$ cat src/rtl/bcd_score_display_if.sv
// Add-request handshake between game logic (master) and the BCD score register (slave).
interface bcd_score_display_if;
  logic       add_valid;
  logic       add_ready;
  logic [3:0] add_value;
  logic [2:0] add_pos;

  modport master (output add_valid, output add_value, output add_pos, input add_ready);
  modport slave  (input add_valid, input add_value, input add_pos, output add_ready);
endinterface

$ cat src/rtl/bcd_score_display.sv
// Multi-digit BCD score register with serial ripple-carry adder and a
// 2-stage 7-segment glyph renderer for the video path.
module bcd_score_display #(
  parameter int NDIGITS    = 4,
  parameter int SCALE_LOG2 = 1,
  parameter int X0         = 0,
  parameter int Y0         = 0,
  parameter bit SATURATE   = 1'b1,
  parameter bit BLANK_LZ   = 1'b1
) (
  input  logic                   clk,
  input  logic                   reset,
  input  logic [8:0]             hpos,
  input  logic [8:0]             vpos,
  input  logic                   display_on,
  bcd_score_display_if.slave     add_if,
  input  logic                   clear,
  output logic [4*NDIGITS-1:0]   score,
  output logic                   overflow,
  output logic                   pixel,
  output logic                   pixel_valid
);
  localparam int          CELL = 8 << SCALE_LOG2;
  localparam logic [3:0]  ND   = 4'(NDIGITS);
  localparam logic [11:0] XLO  = 12'(X0);
  localparam logic [11:0] XHI  = 12'(X0 + NDIGITS * CELL);
  localparam logic [11:0] YLO  = 12'(Y0);
  localparam logic [11:0] YHI  = 12'(Y0 + CELL);

  typedef enum logic [0:0] {S_IDLE = 1'b0, S_ADD = 1'b1} state_t;

  function automatic logic [6:0] seg7(input logic [3:0] d);
    case (d)
      4'd0:    seg7 = 7'b1111110;
      4'd1:    seg7 = 7'b0110000;
      4'd2:    seg7 = 7'b1101101;
      4'd3:    seg7 = 7'b1111001;
      4'd4:    seg7 = 7'b0110011;
      4'd5:    seg7 = 7'b1011011;
      4'd6:    seg7 = 7'b1011111;
      4'd7:    seg7 = 7'b1110000;
      4'd8:    seg7 = 7'b1111111;
      4'd9:    seg7 = 7'b1111011;
      default: seg7 = 7'b0000000;
    endcase
  endfunction

  // Segments a..g map to seg[6:0]; only x in 0..4 is meaningful to callers.
  function automatic logic glyph_bit(input logic [6:0] seg, input logic [2:0] x,
                                     input logic [2:0] y);
    logic l, r;
    l = (x == 3'd0);
    r = (x == 3'd4);
    case (y)
      3'd0:    glyph_bit = seg[6] | (l & seg[1]) | (r & seg[5]);
      3'd1:    glyph_bit = (l & seg[1]) | (r & seg[5]);
      3'd2:    glyph_bit = seg[0] | (l & (seg[1] | seg[2])) | (r & (seg[5] | seg[4]));
      3'd3:    glyph_bit = (l & seg[2]) | (r & seg[4]);
      3'd4:    glyph_bit = seg[3] | (l & seg[2]) | (r & seg[4]);
      default: glyph_bit = 1'b0;
    endcase
  endfunction

  state_t     state_q, state_d;
  logic [3:0] dig_q [NDIGITS];
  logic [3:0] dig_d [NDIGITS];
  logic [3:0] carry_q, carry_d;
  logic [3:0] k_q, k_d;
  logic       overflow_q, overflow_d;
  logic [3:0] cur_dig_s;
  logic [4:0] sum_s;
  logic [3:0] new_dig_s;
  logic       carry_out_s;
  logic       req_ok_s;

  assign add_if.add_ready = (state_q == S_IDLE) && !clear;
  assign overflow         = overflow_q;

  for (genvar gi = 0; gi < NDIGITS; gi++) begin : g_score
    assign score[4*gi +: 4] = dig_q[gi];
  end

  // Digit under the adder cursor and its sum with the pending carry.
  always_comb begin
    cur_dig_s = 4'd0;
    for (int i = 0; i < NDIGITS; i++) begin
      cur_dig_s = (k_q == 4'(i)) ? dig_q[i] : cur_dig_s;
    end
    sum_s       = {1'b0, cur_dig_s} + {1'b0, carry_q};
    carry_out_s = (sum_s >= 5'd10);
    new_dig_s   = carry_out_s ? 4'(sum_s - 5'd10) : sum_s[3:0];
    req_ok_s    = (add_if.add_value <= 4'd9) && ({1'b0, add_if.add_pos} < ND);
  end

  // Add FSM next state; clear overrides everything.
  always_comb begin
    state_d    = state_q;
    carry_d    = carry_q;
    k_d        = k_q;
    overflow_d = overflow_q;
    for (int i = 0; i < NDIGITS; i++) begin
      dig_d[i] = dig_q[i];
    end
    if (clear) begin
      state_d    = S_IDLE;
      carry_d    = 4'd0;
      k_d        = 4'd0;
      overflow_d = 1'b0;
      for (int i = 0; i < NDIGITS; i++) begin
        dig_d[i] = 4'd0;
      end
    end else begin
      case (state_q)
        S_IDLE: begin
          if (add_if.add_valid && req_ok_s) begin
            carry_d = add_if.add_value;
            k_d     = {1'b0, add_if.add_pos};
            state_d = S_ADD;
          end else begin
            state_d = S_IDLE;
          end
        end
        S_ADD: begin
          for (int i = 0; i < NDIGITS; i++) begin
            dig_d[i] = (k_q == 4'(i)) ? new_dig_s : dig_q[i];
          end
          carry_d = {3'd0, carry_out_s};
          k_d     = k_q + 4'd1;
          if (!carry_out_s) begin
            state_d = S_IDLE;
          end else if (k_q == ND - 4'd1) begin
            // Carry out of the top digit: flag it and optionally pin at all-9s.
            overflow_d = 1'b1;
            state_d    = S_IDLE;
            for (int i = 0; i < NDIGITS; i++) begin
              dig_d[i] = SATURATE ? 4'd9 : dig_d[i];
            end
          end else begin
            state_d = S_ADD;
          end
        end
        default: state_d = S_IDLE;
      endcase
    end
  end

  // Score and adder state registers.
  always_ff @(posedge clk or negedge reset) begin
    if (!reset) begin
      state_q    <= S_IDLE;
      carry_q    <= 4'd0;
      k_q        <= 4'd0;
      overflow_q <= 1'b0;
      for (int i = 0; i < NDIGITS; i++) begin
        dig_q[i] <= 4'd0;
      end
    end else begin
      state_q    <= state_d;
      carry_q    <= carry_d;
      k_q        <= k_d;
      overflow_q <= overflow_d;
      for (int i = 0; i < NDIGITS; i++) begin
        dig_q[i] <= dig_d[i];
      end
    end
  end

  logic [11:0] hx_s, vy_s;
  logic        inr_d, inr_q;
  logic [2:0]  cell_d, cell_q, x_d, x_q, y_d, y_q;
  logic        de1_q;
  logic [NDIGITS-1:0] blank_s;
  logic [3:0]  sel_dig_s;
  logic        sel_blank_s;
  logic        pixel_d, pixel_q, pixel_valid_q;

  // Stage 1: cell index and cell-local glyph coordinates.
  always_comb begin
    hx_s   = {3'd0, hpos} - XLO;
    vy_s   = {3'd0, vpos} - YLO;
    inr_d  = ({3'd0, hpos} >= XLO) && ({3'd0, hpos} < XHI) &&
             ({3'd0, vpos} >= YLO) && ({3'd0, vpos} < YHI);
    cell_d = 3'(hx_s >> (3 + SCALE_LOG2));
    x_d    = 3'(hx_s >> SCALE_LOG2);
    y_d    = 3'(vy_s >> SCALE_LOG2);
  end

  // A digit is blank when it and everything above it are zero; digit 0 always shows.
  always_comb begin
    logic acc;
    blank_s = '0;
    for (int i = 0; i < NDIGITS; i++) begin
      acc = 1'b1;
      for (int j = 0; j < NDIGITS; j++) begin
        acc = acc & ((j < i) || (dig_q[j] == 4'd0));
      end
      blank_s[i] = BLANK_LZ & (i != 0) & acc;
    end
  end

  // Stage 2: pick the live digit for the cell and decode its glyph bit.
  always_comb begin
    sel_dig_s   = 4'd0;
    sel_blank_s = 1'b0;
    for (int i = 0; i < NDIGITS; i++) begin
      sel_dig_s   = (cell_q == 3'(NDIGITS - 1 - i)) ? dig_q[i]   : sel_dig_s;
      sel_blank_s = (cell_q == 3'(NDIGITS - 1 - i)) ? blank_s[i] : sel_blank_s;
    end
    pixel_d = de1_q & inr_q & (x_q < 3'd5) & (y_q < 3'd5) & ~sel_blank_s &
              glyph_bit(seg7(sel_dig_s), x_q, y_q);
  end

  // Render pipeline registers.
  always_ff @(posedge clk or negedge reset) begin
    if (!reset) begin
      inr_q         <= 1'b0;
      cell_q        <= 3'd0;
      x_q           <= 3'd0;
      y_q           <= 3'd0;
      de1_q         <= 1'b0;
      pixel_q       <= 1'b0;
      pixel_valid_q <= 1'b0;
    end else begin
      inr_q         <= inr_d;
      cell_q        <= cell_d;
      x_q           <= x_d;
      y_q           <= y_d;
      de1_q         <= display_on;
      pixel_q       <= pixel_d;
      pixel_valid_q <= de1_q;
    end
  end

  assign pixel       = pixel_q;
  assign pixel_valid = pixel_valid_q;
endmodule

$ cat src/flat_wrapper.sv
// flat-port wrapper written by rule: the top's interface ports become plain ports
module bcd_score_display_flat 
#(
  parameter int NDIGITS    = 4,
  parameter int SCALE_LOG2 = 1,
  parameter int X0         = 0,
  parameter int Y0         = 0,
  parameter bit SATURATE   = 1'b1,
  parameter bit BLANK_LZ   = 1'b1
)
  (clk, reset, hpos, vpos, display_on, clear, score, overflow, pixel, pixel_valid, add_if_add_valid, add_if_add_value, add_if_add_pos, add_if_add_ready);
  bcd_score_display_if add_if_i ();
  input  logic clk;
  input  logic reset;
  input  logic [8:0] hpos;
  input  logic [8:0] vpos;
  input  logic display_on;
  input  logic clear;
  output logic [4*NDIGITS-1:0] score;
  output logic overflow;
  output logic pixel;
  output logic pixel_valid;
  input wire logic [$bits(add_if_i.add_valid)-1:0] add_if_add_valid;
  input wire logic [$bits(add_if_i.add_value)-1:0] add_if_add_value;
  input wire logic [$bits(add_if_i.add_pos)-1:0] add_if_add_pos;
  output wire logic [$bits(add_if_i.add_ready)-1:0] add_if_add_ready;
  assign add_if_i.add_valid = add_if_add_valid;
  assign add_if_i.add_value = add_if_add_value;
  assign add_if_i.add_pos = add_if_add_pos;
  assign add_if_add_ready = add_if_i.add_ready;
  bcd_score_display #(.NDIGITS(NDIGITS), .SCALE_LOG2(SCALE_LOG2), .X0(X0), .Y0(Y0), .SATURATE(SATURATE), .BLANK_LZ(BLANK_LZ)) u_core (.clk(clk), .reset(reset), .hpos(hpos), .vpos(vpos), .display_on(display_on), .add_if(add_if_i), .clear(clear), .score(score), .overflow(overflow), .pixel(pixel), .pixel_valid(pixel_valid));
endmodule
$ cat config.mk
export PLATFORM = sky130hd
export DESIGN_NAME = bcd_score_display_flat
export DESIGN_NICKNAME = d
export VERILOG_FILES = /design/src/rtl/bcd_score_display_if.sv /design/src/rtl/bcd_score_display.sv /design/src/flat_wrapper.sv
export SDC_FILE = /design/constraint.sdc
export NUM_CORES = 1
export LEC_CHECK = 0
export ABC_CLOCK_PERIOD_IN_PS = 3200
export CAP_MARGIN = 20
export CORE_MARGIN = 5
export CORE_UTILIZATION = 35
export CTS_BUF_LIST = sky130_fd_sc_hd__clkbuf_4 sky130_fd_sc_hd__clkbuf_8 sky130_fd_sc_hd__clkbuf_16
export CTS_CLUSTER_SIZE = 40
export DETAILED_ROUTE_END_ITERATION = 8
export PLACE_DENSITY = 0.72
export SYNTH_ARGS = -nofsm -noshare
export SYNTH_HDL_FRONTEND = slang
export SYNTH_SLANG_ARGS = --single-unit
$ cat constraint.sdc
create_clock -name clk -period 3.2 [get_ports clk]
set_input_delay 0.64 -clock clk [delete_from_list [all_inputs] [get_ports clk]]
set_output_delay 0.64 -clock clk [all_outputs]
set_load 0.03 [all_outputs]
* Word-level counts from Yosys, hierarchy flattened
Memories as Yosys holds them, arrays and structs flattened.
Index checks and enable logic that the tools add are counted.
** Word-level totals
- Register bits after elaboration :: 39
- ROM bits :: 112
- Input port bits :: 30
- Output and inout bits :: 20
- Word-level logic and storage cells :: 116
- Memories :: 1
** Memories
- (name not given) :: words 16, width 7, read ports 1, clocked after Yosys merged registers in 0, write ports 0, RTL line bcd_score_display.sv:33 : case (d)
** Cells by class
- $add $sub $neg :: 3
- Order comparisons :: 7
- Equal/unequal tests :: 12
- Mux-type cells :: 36
- Bitwise operators :: 26
- Reductions and logical operators :: 16
** Operator list (number)
- two-way mux 4 bit :: 17
- two-way mux 16 bit :: 4
- logical NOT 4 bit :: 4
- case mux 4 bit (2 select lines) :: 2
- bitwise AND 1 bit :: 14
- == test 3 x 2 -> 1 bit, second input constant :: 4
- two-way mux 1 bit :: 11
- OR 1 bit :: 10
- logical NOT 3 bit :: 3
- less-than comparator 3 bit, second input constant :: 3
- less-than comparator 9 x 5 -> 1 bit, second input constant :: 1
- less-than comparator 9 x 7 -> 1 bit, second input constant :: 1
- == test 4 x 2 -> 1 bit, second input constant :: 2
- == test 3 x 1 -> 1 bit, second input constant :: 2
- == test 3 bit, second input constant :: 2
- nonzero test 2 bit :: 3
- adder 4 x 4 -> 5 bit :: 1
- greater-or-equal comparator 5 x 4 -> 1 bit, second input constant :: 1
- case mux 1 bit (5 select lines) :: 1
- adder 4 x 1 -> 4 bit, second input constant :: 1
- == test 4 x 1 -> 1 bit, second input constant :: 1
- less-or-equal comparator 4 bit, second input constant :: 1
- logical AND 1 bit :: 4
- subtractor 4 bit, second input constant :: 1
- other kinds (5) :: 6

* Longest topological paths before layout
Gate-level depths: netlist (run 1).
- Depth after elaboration :: 13
- Depth in mapped cells :: 16
- Gate-level depth less buffers :: 16

* Worst setup path before layout (run 1)
OpenSTA, ideal clock, no wires.
- Kind :: reg-to-reg
- From :: reg u_core.k_q[1]
- To :: reg u_core.dig_q, in the netlist u_core.score[10]
- Setup time :: 0.122 ns
- Arrival time :: 3.246 ns
- Data required time :: 3.078 ns
- Path slack :: -0.168 ns
- Cell stages (with the launch flop) :: 17
- Buffers on the path :: 1
- Clock period less this slack :: 3.368 ns
- Path through :: dfrtp_1 inv_1 ha_1 and2_1 clkbuf_1 a221o_1 o21ai_0 o21ai_0 ha_1 fa_1 inv_1 ha_1 inv_1 nand3_1 a21oi_4 o21ai_1 a32o_1
** Between the ends
- Longest elaborated chain between the ends :: 13
- Elaborated cells on any way between the ends :: 17
- Classes of those cells :: 2 x add/sub; 1 x order compare; 3 x eq/ne; 10 x mux; 1 x reduce/logical
** Ends and longest elaborated chain
- from (decl) :: RTL line bcd_score_display.sv:68 : logic [3:0] k_q, k_d;
- from (signal assigned) :: RTL line bcd_score_display.sv:160 : k_q <= k_d;
- logical NOT 4 bit :: RTL line bcd_score_display.sv:87 : cur_dig_s = (k_q == 4'(i)) ? dig_q[i] : cur_dig_s;
- two-way mux 4 bit (4 in a row) :: RTL line bcd_score_display.sv:87
- adder 4 x 4 -> 5 bit :: RTL line bcd_score_display.sv:89 : sum_s = {1'b0, cur_dig_s} + {1'b0, carry_q};
- subtractor 4 bit or greater-or-equal comparator 5 x 4 -> 1 bit (tied branches) :: RTL line bcd_score_display.sv:91, bcd_score_display.sv:90
- two-way mux 4 bit :: RTL line bcd_score_display.sv:91 : new_dig_s = carry_out_s ? 4'(sum_s - 5'd10) : sum_s[3:0];
- two-way mux 4 bit :: RTL line bcd_score_display.sv:125 : dig_d[i] = (k_q == 4'(i)) ? new_dig_s : dig_q[i];
- two-way mux 16 bit :: RTL line bcd_score_display.sv:131 : end else if (k_q == ND - 4'd1) begin
- two-way mux 16 bit (*) :: RTL line bcd_score_display.sv:129 : if (!carry_out_s) begin
- two-way mux 16 bit (*) :: RTL line bcd_score_display.sv:113 : case (state_q)
- two-way mux 16 bit (*) :: RTL line bcd_score_display.sv:104 : if (clear) begin
- to (signal, indexed assignment) :: RTL line bcd_score_display.sv:163 : dig_q[i] <= dig_d[i];
- to (decl) :: RTL line bcd_score_display.sv:65 : logic [3:0] dig_q [NDIGITS];
Mark *: on every way between the ends. The rest lies on a longest branch, timed or not. The select of a mux whose other input is x is not followed.
A chain may end at the register's enable or synchronous reset.

* Worst setup path after layout (run 1)
- From :: reg u_core.k_q[1]
- To :: reg u_core.dig_q, in the netlist u_core.score[1]
** Between the ends
- Longest elaborated chain between the ends :: 13
- Elaborated cells on any way between the ends :: 17
- Classes of those cells :: 2 x add/sub; 1 x order compare; 3 x eq/ne; 10 x mux; 1 x reduce/logical
** Ends and longest elaborated chain (RTL line)
- logical NOT 4 bit :: bcd_score_display.sv:87, bcd_score_display.sv:125
- two-way mux 4 bit (4 in a row) :: bcd_score_display.sv:87
- adder 4 x 4 -> 5 bit :: bcd_score_display.sv:89
- subtractor 4 bit or greater-or-equal comparator 5 x 4 -> 1 bit (tied branches) :: bcd_score_display.sv:91, bcd_score_display.sv:90
- two-way mux 4 bit :: bcd_score_display.sv:91
- two-way mux 4 bit :: bcd_score_display.sv:125
- two-way mux 16 bit :: bcd_score_display.sv:131
- two-way mux 16 bit (*) :: bcd_score_display.sv:129
- two-way mux 16 bit (*) :: bcd_score_display.sv:113
- two-way mux 16 bit (*) :: bcd_score_display.sv:104
Marks and branches as above.

==> reports/summary.txt, run 1 <==
outcome -> finished, violations left
failing checks -> negative setup slack
sequence of cells on the critical path -> inv_4 -> ha_4 -> and2_4 -> a221o_1 -> o21ai_1 -> o21ai_1 -> ha_2 -> fa_2 -> xnor2_4 -> nand3b_1 -> o31a_1 -> a21oi_4 -> buf_12 -> o21ai_4 -> a32o_1
Final Setup Violations -> 15
Root Driver -> clkbuf_8
Critical Path Sink Type -> register
R2R cell count -> 15
complex-gate fraction of the synthesized area -> 0.2160
worst hold path depth -> 0
Final nets -> 398
post-synthesis mux area share -> 0.05969
clk sink count -> 39
H-tree lvl count -> 2
dominant cell by count in the synthesized netlist -> dfrtp_1
Rel. slew slack -> 0.4119
main flop type after synthesis -> dfrtp_1
Mapped Avg Cell Area -> 9.370 µm²
area share of xor/xnor cells in the synthesized design -> 0.01416
syn_nets -> 309
Post-synth EDFFs -> 0
share of post-route cells with drive strength above 1 -> 0.2994
mapped cell area -> 2474 µm²
setup TNS -> -1.668 ns
Setup CP Type -> register to register
synth cell count leaders -> 39 x dfrtp_1, 26 x nor2_1, 19 x nand2_1
first-pass GRT wire length -> 12,280 µm
Synth area leaders -> dfrtp_1 39%, ha_1 7.1%, nor2_1 3.9%
Unique masters post-synth -> 55
Die Wd -> 94.07 µm
crit path launch type -> register
max incr delay on CP -> 0.42 ns
Seq cells post-synth -> 39
PD cells -> 306.4 nW/µm²
vias in the first global route -> 2,507
initial antenna violation count -> 0
core area -> 6832 µm²
Final Instance Area -> 3776 µm²
hold_sp -> u_core.de1_q$_DFF_PN0_
initial DRC count -> 163
top cell family by delay on the critical path -> compound AO/OA/AOI/OAI gates
Area Overhead vs Synth -> 52.66%
peak supply drop -> 0.1480 mV
Clk pin slew, worst setup/hold paths -> 0.08 ns
CTS buffer count -> 5
Synth Area in Adders -> 0.07891
Min-Delay Path Class -> register to register
Initial Utilization -> 0.3621
fin crit period -> 3.355 ns
hpwl dp -> 5368 µm
f_max -> 298.1 MHz
post-synth top area share -> 0.3945
Reg2Reg Setup Slack -> -0.16 ns
CTS tree -> done
Leak Pwr -> 1.559 nW
diode count -> 0
largest net degree at the start of global routing -> 40
Tcrit/Tclk final -> 1.048
Bufs and invs on worst path -> 2
ANT nets after route -> 0
Die Span Y -> 94.07 µm
Reg-to-Reg End -> u_core.score[1]$_DFFE_PN0N_
required time of the worst setup path -> 3.38 ns
sequential area share after synthesis -> 0.3945
DP Area -> 3326 µm²
Worst R2R Start -> u_core.k_q[1]$_DFFE_PN0P_
worst path arrival time -> 3.54 ns
All-Layer GR Usage -> 0.1715
vias -> 2,376
Ys Warns -> 0
final worst slack -> -0.1550 ns
Final Hold Vio Count -> 0
# IOs -> 50
Rows -> 30
total power -> 1.157 mW
most used cell, CP -> o21ai_1
clk_skew -> 0.006561 ns
slew of the pin with the lowest slew margin -> 0.8822 ns
Worst Path Max Fanout -> 4
largest family of logic cells by synthesized area -> compound AO/OA/AOI/OAI gates
Crit-path slowest cell -> dfrtp_2
Routed WL -> 7322 µm
Max-Cap Viols -> 0
CTS Buffer Depth -> 2
Die Outline Area -> 8849 µm²
DR WL/cell -> 16.27 µm
Final Max Tran Viols -> 0
Via density -> 5.280
# port buffers -> 47
WHS Endpoint -> u_core.pixel_valid$_DFF_PN0_
Skew-Pair Late Insertion Delay -> 0.29 ns
gr ovfl total -> 0
Yosys top cell by area -> dfrtp_1
Post-Synth Simple-Gate Area -> 0.1942
Cells after Synth -> 264
FILL cells -> 591
first drt pass iteration count -> 4
RSZ-0062 raised after global routing -> true
routability cong. -> 0.8632
# DRC -> 0
Post-synth ARST share -> 1.000
[routing by layer]
metal | up-vias | share of wire | GRT usage
met1 | 1172 | 0.42 | 0.2132
met3 | 14 | 0.038 | 0.02804
met5 | - | 0 | 0
met2 | 42 | 0.53 | 0.3063
met4 | 0 | 0.014 | 0.04452
li1 | 1148 | - | -
[final cells by class]
class,count,area (µm²),share of cell area
multi-input combinational,199,1677,0.4440
sequential,39,978.4,0.2591
timing repair buffer,92,847.1,0.2243
tap,96,120.1,0.03181
clock buffer,6,76.32,0.02021
inverter,16,65.06,0.01723
clock inverter,2,12.51,0.003313
[sequential cells by signal (all words and copies together), names as in the netlist]
name	cells
u_core.pixel_valid	1
u_core.k_q	4
u_core.inr_q	1
u_core.overflow	1
u_core.state_q	1
u_core.y_q	3
u_core.x_q	3
u_core.score	16
u_core.de1_q	1
u_core.carry_q	4
u_core.cell_q	3
u_core.pixel	1
[what timing repair did]
action                     4_1_cts  5_1_grt
resized for setup               39       23
hold buffers                     0        0
setup endpoints to repair       18       19
cloned                           0        0
buffers inserted                 8        1
pin swaps                       33       15
[logic make-up after synthesis]
kind of cell / count (synthesis)
adder cells (fa/ha/maj): 15
XOR/XNOR: 4
buffers and inverters: 26
multiplexers: 11
AO/OA/AOI/OAI: 74
AND/OR/NAND/NOR: 95
flip-flops: 39
[how the worst max path moves through the flow]
stage	end	startpoint	slack, ns	depth (start not counted)
3_3_place_gp	u_core.score[11]$_DFFE_PN0N_	u_core.k_q[0]$_DFFE_PN0P_	-0.24	17
3_5_place_dp	u_core.score[8]$_DFFE_PN0N_	u_core.k_q[0]$_DFFE_PN0P_	-0.33	16
2_1_floorplan	u_core.score[8]$_DFFE_PN0N_	u_core.k_q[1]$_DFFE_PN0P_	-0.07	15
6_report	u_core.score[1]$_DFFE_PN0N_	u_core.k_q[1]$_DFFE_PN0P_	-0.16	15
4_1_cts	u_core.score[1]$_DFFE_PN0N_	u_core.k_q[0]$_DFFE_PN0P_	-0.13	16
5_1_grt	u_core.score[0]$_DFFE_PN0N_	u_core.k_q[1]$_DFFE_PN0P_	-0.30	15
[where the power goes]
| group | switching, mW | internal, mW |
|---|---|---|
| clock | 0.178 | 0.161 |
| sequential | 0.0180 | 0.506 |
| combinational | 0.146 | 0.148 |
[worst register-to-register path, cell delays in order (launching register included)]
cell and delay [ns]:
dfrtp_2 0.42, inv_4 0.06, ha_4 0.17, and2_4 0.15, a221o_1 0.29, o21ai_1 0.09, o21ai_1 0.09, ha_2 0.19
fa_2 0.41, xnor2_4 0.23, nand3b_1 0.13, o31a_1 0.35, a21oi_4 0.20, buf_12 0.15, o21ai_4 0.08, a32o_1 0.25
[cell usage in the layout (no fill, tap or decap), types with 2 or more instances in the layout]
cell             Yosys  routed
clkdlybuf4s50_1      0      46
buf_4                0      38
dfrtp_1             39      37
nor2_1              26      24
nand2_1             19      17
inv_1               16      13
a21oi_1             14      12
mux2i_1              8       8
nor2b_1              7       7
ha_1                14       7
o21ai_1              2       6
nand2b_1             6       6
o21ai_0             14       6
nor3_1               8       6
ha_4                 0       6
clkbuf_8             0       5
buf_6                1       5
a221o_1              4       4
a211oi_1             5       4
nand3_1              5       4
a221oi_2             0       4
a32o_1               4       4
and2_4               0       3
o21ai_2              2       3
mux4_2               3       3
a221oi_1             7       3
or4_1                3       3
o211ai_1             3       3
a21oi_2              1       3
o21ai_4              0       3
and3_1               5       3
nand2_4              0       2
inv_4                0       2
nor4_1               2       2
nand3b_1             2       2
xor2_1               2       2
buf_12               0       2
dfrtp_2              0       2
[metrics by stage]
| step | hold slack (ns) | instances | setup WS (ns) | util |
|---|---|---|---|---|
| 4_1_cts | 0.3866 | 449 | -0.1344 | 0.5366 |
| 5_1_grt | 0.3950 | 450 | -0.3004 | 0.5527 |
| 3_5_place_dp | 0.3700 | 434 | -0.3290 | 0.4868 |
| 2_1_floorplan | 0.3444 | 264 | -0.07281 | - |
| 3_3_place_gp | 0.3620 | 434 | -0.2387 | 0.4868 |
| 6_report | 0.3861 | 450 | -0.1550 | 0.5527 |
Note: power is estimated with default switching activity, not from simulation.
==> run 2: changes to the inputs <==
--- a/config.mk
+++ b/config.mk
@@ -5,14 +5,16 @@
 export SDC_FILE = /design/constraint.sdc
 export NUM_CORES = 1
 export LEC_CHECK = 0
-export ABC_CLOCK_PERIOD_IN_PS = 3200
+export ABC_CLOCK_PERIOD_IN_PS = 4019
 export CAP_MARGIN = 20
 export CORE_MARGIN = 5
 export CORE_UTILIZATION = 35
 export CTS_BUF_LIST = sky130_fd_sc_hd__clkbuf_4 sky130_fd_sc_hd__clkbuf_8 sky130_fd_sc_hd__clkbuf_16
 export CTS_CLUSTER_SIZE = 40
 export DETAILED_ROUTE_END_ITERATION = 8
-export PLACE_DENSITY = 0.72
+export GPL_TIMING_DRIVEN = 0
+export PLACE_DENSITY = 0.7
+export SKIP_CTS_REPAIR_TIMING = 1
 export SYNTH_ARGS = -nofsm -noshare
 export SYNTH_HDL_FRONTEND = slang
 export SYNTH_SLANG_ARGS = --single-unit
==> constraint.sdc (replaced) <==
create_clock -name clk -period 4.02 [get_ports clk]
set_input_delay 0.804 -clock clk [delete_from_list [all_inputs] [get_ports clk]]
set_output_delay 0.804 -clock clk [all_outputs]
set_load 0.03 [all_outputs]
==> reports/summary.txt, run 2 (synthesis gave the netlist of run 1 again) <==
routability cong. -> 0.8839 (+2.4%)
Rel. slew slack -> 0.4153 (+0.003357)
combinational cell fraction of total power -> 0.178 (-0.076)
Reg2Reg Setup Slack -> 0.33 ns (+0.48 ns)
RSZ-0062 raised after global routing -> false
core area -> 6832 µm² (unchanged)
Largest register FFs -> 16 (unchanged)
WHS Endpoint -> u_core.pixel_valid$_DFF_PN0_
peak supply drop -> 0.1562 mV (+5.5%)
Die Span Y -> 94.07 µm (unchanged)
Final Instance Area -> 3218 µm² (-15%)
clk sink count -> 39 (unchanged)
Root Driver -> clkbuf_8
fin crit period -> 3.693 ns (+0.3378 ns)
Routed WL -> 6465 µm (-12%)
Rows -> 30 (unchanged)
Skew-Pair Late Insertion Delay -> 0.30 ns (about the same)
max incr delay on CP -> 0.45 ns (+0.03 ns)
R2R cell count -> 14 (-1)
outcome -> completed
All-Layer GR Usage -> 0.1551 (-0.01640)
Bufs and invs on worst path -> 0 (-2)
Sw Ratio -> 0.2773 (-0.01831)
sequential share of power -> 0.454 (about the same)
first drt pass iteration count -> 4 (unchanged)
# IOs -> 50 (unchanged)
slew of the pin with the lowest slew margin -> 0.8771 ns (-0.005035 ns)
Leak Pwr -> 1.346 nW (-14%)
diode count -> 0 (unchanged)
DR WL/cell -> 15.62 µm (-4.0%)
Worst Path Max Fanout -> 7 (+3)
total power -> 0.9129 mW (-21%)
# port buffers -> 47 (unchanged)
vias in the first global route -> 2,202 (-12%)
Finished Core Util -> 0.4711 (-0.08169)
CTS buffer count -> 5 (unchanged)
NetSw -> 0.2532 mW (-26%)
Reg-to-Reg End -> u_core.score[11]$_DFFE_PN0N_
most used cell, CP -> ha_1
Clk pwr share -> 0.368 (+0.075)
hpwl dp -> 4944 µm (-7.9%)
Initial Utilization -> 0.3621 (unchanged)
required time of the worst setup path -> 4.16 ns (+0.78 ns)
Area Overhead vs Synth -> 30.10%
clk_skew -> 0.006189 ns (-0.0003718 ns)
Setup CP Type -> register to register
crit path launch type -> register
top cell family by delay on the critical path -> adder cells
initial DRC count -> 169 (+3.7%)
sequence of cells on the critical path -> ha_1 -> and2_1 -> a221o_1 -> o21ai_0 -> o21ai_0 -> ha_1 -> fa_1 -> xnor2_2 -> ha_1 -> xor2_1 -> and3_1 -> o221ai_1 -> a21boi_1 -> a221oi_1
Final Setup Violations -> 0 (-15)
Tcrit/Tclk final -> 0.9186 (-0.1298)
initial antenna violation count -> 0 (unchanged)
Die Wd -> 94.07 µm (unchanged)
Final Max Tran Viols -> 0 (unchanged)
worst path arrival time -> 3.84 ns (+0.30 ns)
commonest cells after routing, fill and taps aside -> 46 x clkdlybuf4s50_1, 37 x dfrtp_1, 24 x nor2_1
CTS tree -> done
vias -> 2,172 (-8.6%)
largest net degree at the start of global routing -> 40 (unchanged)
f_max -> 270.8 MHz (-9.1%)
most common cell after layout, fill and taps aside -> clkdlybuf4s50_1
Final nets -> 362 (-9.0%)
DP Area -> 3059 µm² (-8.0%)
Min-Delay Path Class -> register to register
Critical Path Sink Type -> register
# DRC -> 0 (unchanged)
Via density -> 5.246 (-0.64%)
share of post-route cells with drive strength above 1 -> 0.1038 (-0.1957)
ANT nets after route -> 0 (unchanged)
Worst R2R Start -> u_core.k_q[0]$_DFFE_PN0P_
Final Hold Vio Count -> 0 (unchanged)
Clk pin slew, worst setup/hold paths -> 0.08 ns (about the same)
gr ovfl total -> 0 (unchanged)
first-pass GRT wire length -> 10,840 µm (-12%)
hold_sp -> u_core.de1_q$_DFF_PN0_
worst hold path depth -> 0 (unchanged)
PD cells -> 283.7 nW/µm² (-7.4%)
H-tree lvl count -> 2 (unchanged)
Crit-path slowest cell -> dfrtp_2
Pint -> 0.6597 mW (-19%)
Max-Cap Viols -> 0 (unchanged)
CTS Buffer Depth -> 2 (unchanged)
setup TNS -> 0 ns (+1.668 ns)
Die Outline Area -> 8849 µm² (unchanged)
==> run 2: worst max path at each step <==
stage          slack [ns]                      start  depth (start not counted)                           end
2_1_floorplan        0.65  u_core.k_q[1]$_DFFE_PN0P_                         16  u_core.score[10]$_DFFE_PN0N_
3_3_place_gp         0.03  u_core.k_q[1]$_DFFE_PN0P_                         15  u_core.score[11]$_DFFE_PN0N_
3_5_place_dp         0.01  u_core.k_q[1]$_DFFE_PN0P_                         15  u_core.score[11]$_DFFE_PN0N_
4_1_cts             0.008  u_core.k_q[1]$_DFFE_PN0P_                         15  u_core.score[11]$_DFFE_PN0N_
5_1_grt              0.02  u_core.k_q[1]$_DFFE_PN0P_                         14   u_core.score[4]$_DFFE_PN0N_
6_report             0.33  u_core.k_q[0]$_DFFE_PN0P_                         14  u_core.score[11]$_DFFE_PN0N_
==> run 2: area by class of cell <==
type                       count  area, µm²
buffer                         8      37.54
clock buffer                   5      68.82
tap                           96      120.1
sequential                    39      978.4
multi-input combinational    199       1436
clock inverter                 3      43.79
inverter                      16      60.06
timing repair buffer          48      473.0
fill                         670       3613
==> run 2: power groups by stage <==
stage | Clock, mW | Combinational [mW] | Sequential (mW)
6_report | 0.336 | 0.162 | 0.415
2_1_floorplan | 0 | 0.0894 | 0.424
5_1_grt | 0.364 | 0.180 | 0.417
4_1_cts | 0.343 | 0.158 | 0.414
3_5_place_dp | 0 | 0.157 | 0.422
3_3_place_gp | 0 | 0.156 | 0.422
==> run 2: worst reg2reg max path: cells and delay by family (launching register included) <==
| kind | cells | cell delay, ns |
|---|---|---|
| AND/OR/NAND/NOR | 2 | 0.45 |
| AO/OA/AOI/OAI | 6 | 1.05 |
| flip-flops | 1 | 0.45 |
| XOR/XNOR | 2 | 0.45 |
| adder cells (fa/ha/maj) | 4 | 1.14 |
==> run 2: layer usage <==
layer	part of all wire	wire length [µm]	global-route usage
met1	0.46	2983	0.2160
met2	0.48	3124	0.2425
met3	0.042	269	0.02564
met4	0.013	87	0.05415
met5	0	0	0
==> run 2: per-stage QoR <==
step | hold WS (ns) | setup slack [ns] | cells
2_1_floorplan | 0.3540 | 0.6521 | 264
3_3_place_gp | 0.3666 | 0.03128 | 407
3_5_place_dp | 0.3683 | 0.01227 | 407
4_1_cts | 0.3878 | 0.007698 | 415
5_1_grt | 0.4071 | 0.02183 | 414
6_report | 0.3859 | 0.3272 | 414
==> run 3: changes to the inputs <==
--- a/config.mk
+++ b/config.mk
@@ -5,6 +5,7 @@
 export SDC_FILE = /design/constraint.sdc
 export NUM_CORES = 1
 export LEC_CHECK = 0
+export ABC_AREA = 1
 export ABC_CLOCK_PERIOD_IN_PS = 4019
 export CAP_MARGIN = 20
 export CORE_MARGIN = 5
==> reports/summary.txt, run 3 <==
outcome -> completed
worst path arrival time -> 2.86 ns (-0.98 ns)
syn_nets -> 380 (+23%)
Post-synth ARST share -> 1.000 (unchanged)
initial antenna violation count -> 0 (unchanged)
Bufs and invs on worst path -> 3 (+3)
Largest register FFs -> 16 (unchanged)
gr ovfl total -> 0 (unchanged)
Ys Warns -> 0 (unchanged)
max incr delay on CP -> 0.77 ns (+0.32 ns)
most used cell, CP -> clkdlybuf4s50_1
share of post-route cells with drive strength above 1 -> 0.1105 (+0.006766)
Crit-path slowest cell -> clkdlybuf4s50_1
Critical Path Sink Type -> output port
dominant cell by count in the synthesized netlist -> nand2_1
Root Driver -> clkbuf_8
peak supply drop -> 0.1802 mV (+15%)
first-pass GRT wire length -> 10,840 µm (unchanged)
PD cells -> 303.5 nW/µm² (+7.0%)
largest net degree at the start of global routing -> 40 (unchanged)
All-Layer GR Usage -> 0.1509 (-0.004136)
Die Outline Area -> 9136 µm² (+3.2%)
f_max -> 272.6 MHz (+0.66%)
first drt pass iteration count -> 4 (unchanged)
Final nets -> 433 (+20%)
Worst Path Max Fanout -> 10 (+3)
clk sink count -> 39 (unchanged)
FILL cells -> 706 (+5.4%)
hpwl dp -> 5045 µm (+2.0%)
Final Hold Vio Count -> 0 (unchanged)
synth cell count leaders -> 78 x nand2_1, 42 x inv_1, 39 x dfrtp_1
Routed WL -> 6414 µm (-0.79%)
Synth area leaders -> dfrtp_1 38%, nand2_1 11%, ha_1 6.8%
vias in the first global route -> 2,334 (+6.0%)
# port buffers -> 47 (unchanged)
vias -> 2,412 (+11%)
total power -> 0.9915 mW (+8.6%)
clk_skew -> 0.005785 ns (-0.0004034 ns)
CTS tree -> done
Final Max Tran Viols -> 0 (unchanged)
Mapped Avg Cell Area -> 7.653 µm² (-18%)
RSZ-0062 raised after global routing -> false
# IOs -> 50 (unchanged)
Rel. slew slack -> 0.4038 (-0.01141)
post-synth top area share -> 0.3807 (-0.01386)
H-tree lvl count -> 2 (unchanged)
commonest cells after routing, fill and taps aside -> 78 x nand2_1, 46 x clkdlybuf4s50_1, 42 x inv_1
Max-Cap Viols -> 0 (unchanged)
CTS buffer count -> 5 (unchanged)
Rows -> 31 (+3.3%)
CTS Buffer Depth -> 2 (unchanged)
required time of the worst setup path -> 3.22 ns (-0.94 ns)
Die Wd -> 95.59 µm (+1.6%)
setup TNS -> 0 ns (unchanged)
FF/Latch Area -> 975.9 µm² (-0.26%)
Leak Pwr -> 1.603 nW (+19%)
Cells after Synth -> 335 (+27%)
sequential area share after synthesis -> 0.3807 (-0.01386)
mapped cell area -> 2564 µm² (+3.6%)
Seq cells post-synth -> 39 (unchanged)
Via density -> 4.943 (-5.8%)
Skew-Pair Late Insertion Delay -> 0.29 ns (about the same)
ANT nets after route -> 0 (unchanged)
top cell family by delay on the critical path -> buffers and inverters
Min-Delay Path Class -> register to register
Post-synth EDFFs -> 0 (unchanged)
Clk pin slew, worst setup/hold paths -> 0.07 ns (about the same)
Unique masters post-synth -> 38 (-31%)
slew of the pin with the lowest slew margin -> 0.8942 ns (+0.01712 ns)
routability cong. -> 0.8535 (-3.4%)
most common cell after layout, fill and taps aside -> nand2_1
Tcrit/Tclk final -> 0.9126 (-0.006036)
main flop type after synthesis -> dfrtp_1
DR WL/cell -> 13.14 µm (-16%)
Initial Utilization -> 0.3573 (-0.004808)
area of the multi-input gates -> 1375 µm² (-4.3%)
Yosys top cell by area -> dfrtp_1
fin crit period -> 3.669 ns (-0.02426 ns)
crit path launch type -> input port
Area Overhead vs Synth -> 27.43%
Final Setup Violations -> 0 (unchanged)
core area -> 7176 µm² (+5.0%)
sequence of cells on the critical path -> clkdlybuf4s50_1 -> nor2_1 -> clkbuf_1 -> clkdlybuf4s50_1
diode count -> 0 (unchanged)
Die Span Y -> 95.59 µm (+1.6%)
# DRC -> 0 (unchanged)
Setup CP Type -> input port to output port
initial DRC count -> 187 (+11%)
==> run 3: report_power, final <==
group | switching, mW | leakage (nW) | internal [mW]
registers | 0.0150 | 0.515 | 0.405
logic | 0.141 | 1.03 | 0.0895
clock network | 0.140 | 0.0612 | 0.201
==> run 3: cells by family (layout without fill, tap and decap cells) <==
| logic type | count (synthesis) | count (layout) | share of synthesized area |
|---|---|---|---|
| AND/OR/NAND/NOR | 163 | 163 | 0.3016 |
| AO/OA/AOI/OAI | 57 | 57 | 0.1327 |
| buffers and inverters | 56 | 110 | 0.08297 |
| flip-flops | 39 | 39 | 0.3807 |
| adder cells (fa/ha/maj) | 15 | 15 | 0.07614 |
| XOR/XNOR | 5 | 5 | 0.02587 |
==> run 3: worst register-to-register path, delay by kind of cell, from the launching register on <==
family,cells,cell delay [ns]
XOR/XNOR,2,0.56
AND/OR/NAND/NOR,6,0.56
adder cells (fa/ha/maj),4,1.00
flip-flops,1,0.43
AO/OA/AOI/OAI,2,0.36
buffers and inverters,5,0.61
==> run 3: per-layer routing <==
metal / track usage / routed length, µm / share of wire / vias to the layer above
li1: - / - / - / 1218
met1: 0.2004 / 2892 / 0.45 / 1135
met2: 0.2490 / 3126 / 0.49 / 48
met3: 0.02447 / 289 / 0.045 / 11
met4: 0.05095 / 106 / 0.017 / 0
met5: 0 / 0 / 0 / -
==> run 3: final cells by class <==
cell class	count	area share
repair buffers	47	0.1425
clock inverters	2	0.01072
multi-input cells	240	0.4209
well taps	99	0.03792
flip-flops and latches	39	0.2987
plain buffers	5	0.006511
inverters	50	0.05745
clock buffers	6	0.02528
==> run 3: final timing paths <==
check | from | to | slack, ns | cells after the start
worst max-delay path | clear | add_if_add_ready | 0.35 | 4
worst min-delay path | u_core.de1_q$_DFF_PN0_ | u_core.pixel_valid$_DFF_PN0_ | 0.39 | 0
worst max register to register | u_core.k_q[1]$_DFFE_PN0P_ | u_core.score[5]$_DFFE_PN0N_ | 0.37 | 19
min in group asynchronous | reset | u_core.y_q[1]$_DFF_PN0_ | 0.63 | 1
worst min register to register | u_core.de1_q$_DFF_PN0_ | u_core.pixel_valid$_DFF_PN0_ | 0.39 | 0
max in group asynchronous | reset | u_core.score[1]$_DFFE_PN0N_ | 2.83 | 1
==> run 3: stage by stage <==
| stage | hold WS, ns | instance area (µm²) | utilization | setup WS, ns | std cells |
|---|---|---|---|---|---|
| 2_1_floorplan | 0.3538 | 2564 | - | 0.9742 | 335 |
| 3_3_place_gp | 0.3700 | 3158 | 0.4401 | 0.3871 | 481 |
| 3_5_place_dp | 0.3858 | 3153 | 0.4394 | 0.3578 | 481 |
| 4_1_cts | 0.4034 | 3271 | 0.4558 | 0.3457 | 489 |
| 5_1_grt | 0.4099 | 3267 | 0.4553 | 0.05222 | 488 |
| 6_report | 0.3937 | 3267 | 0.4553 | 0.3515 | 488 |
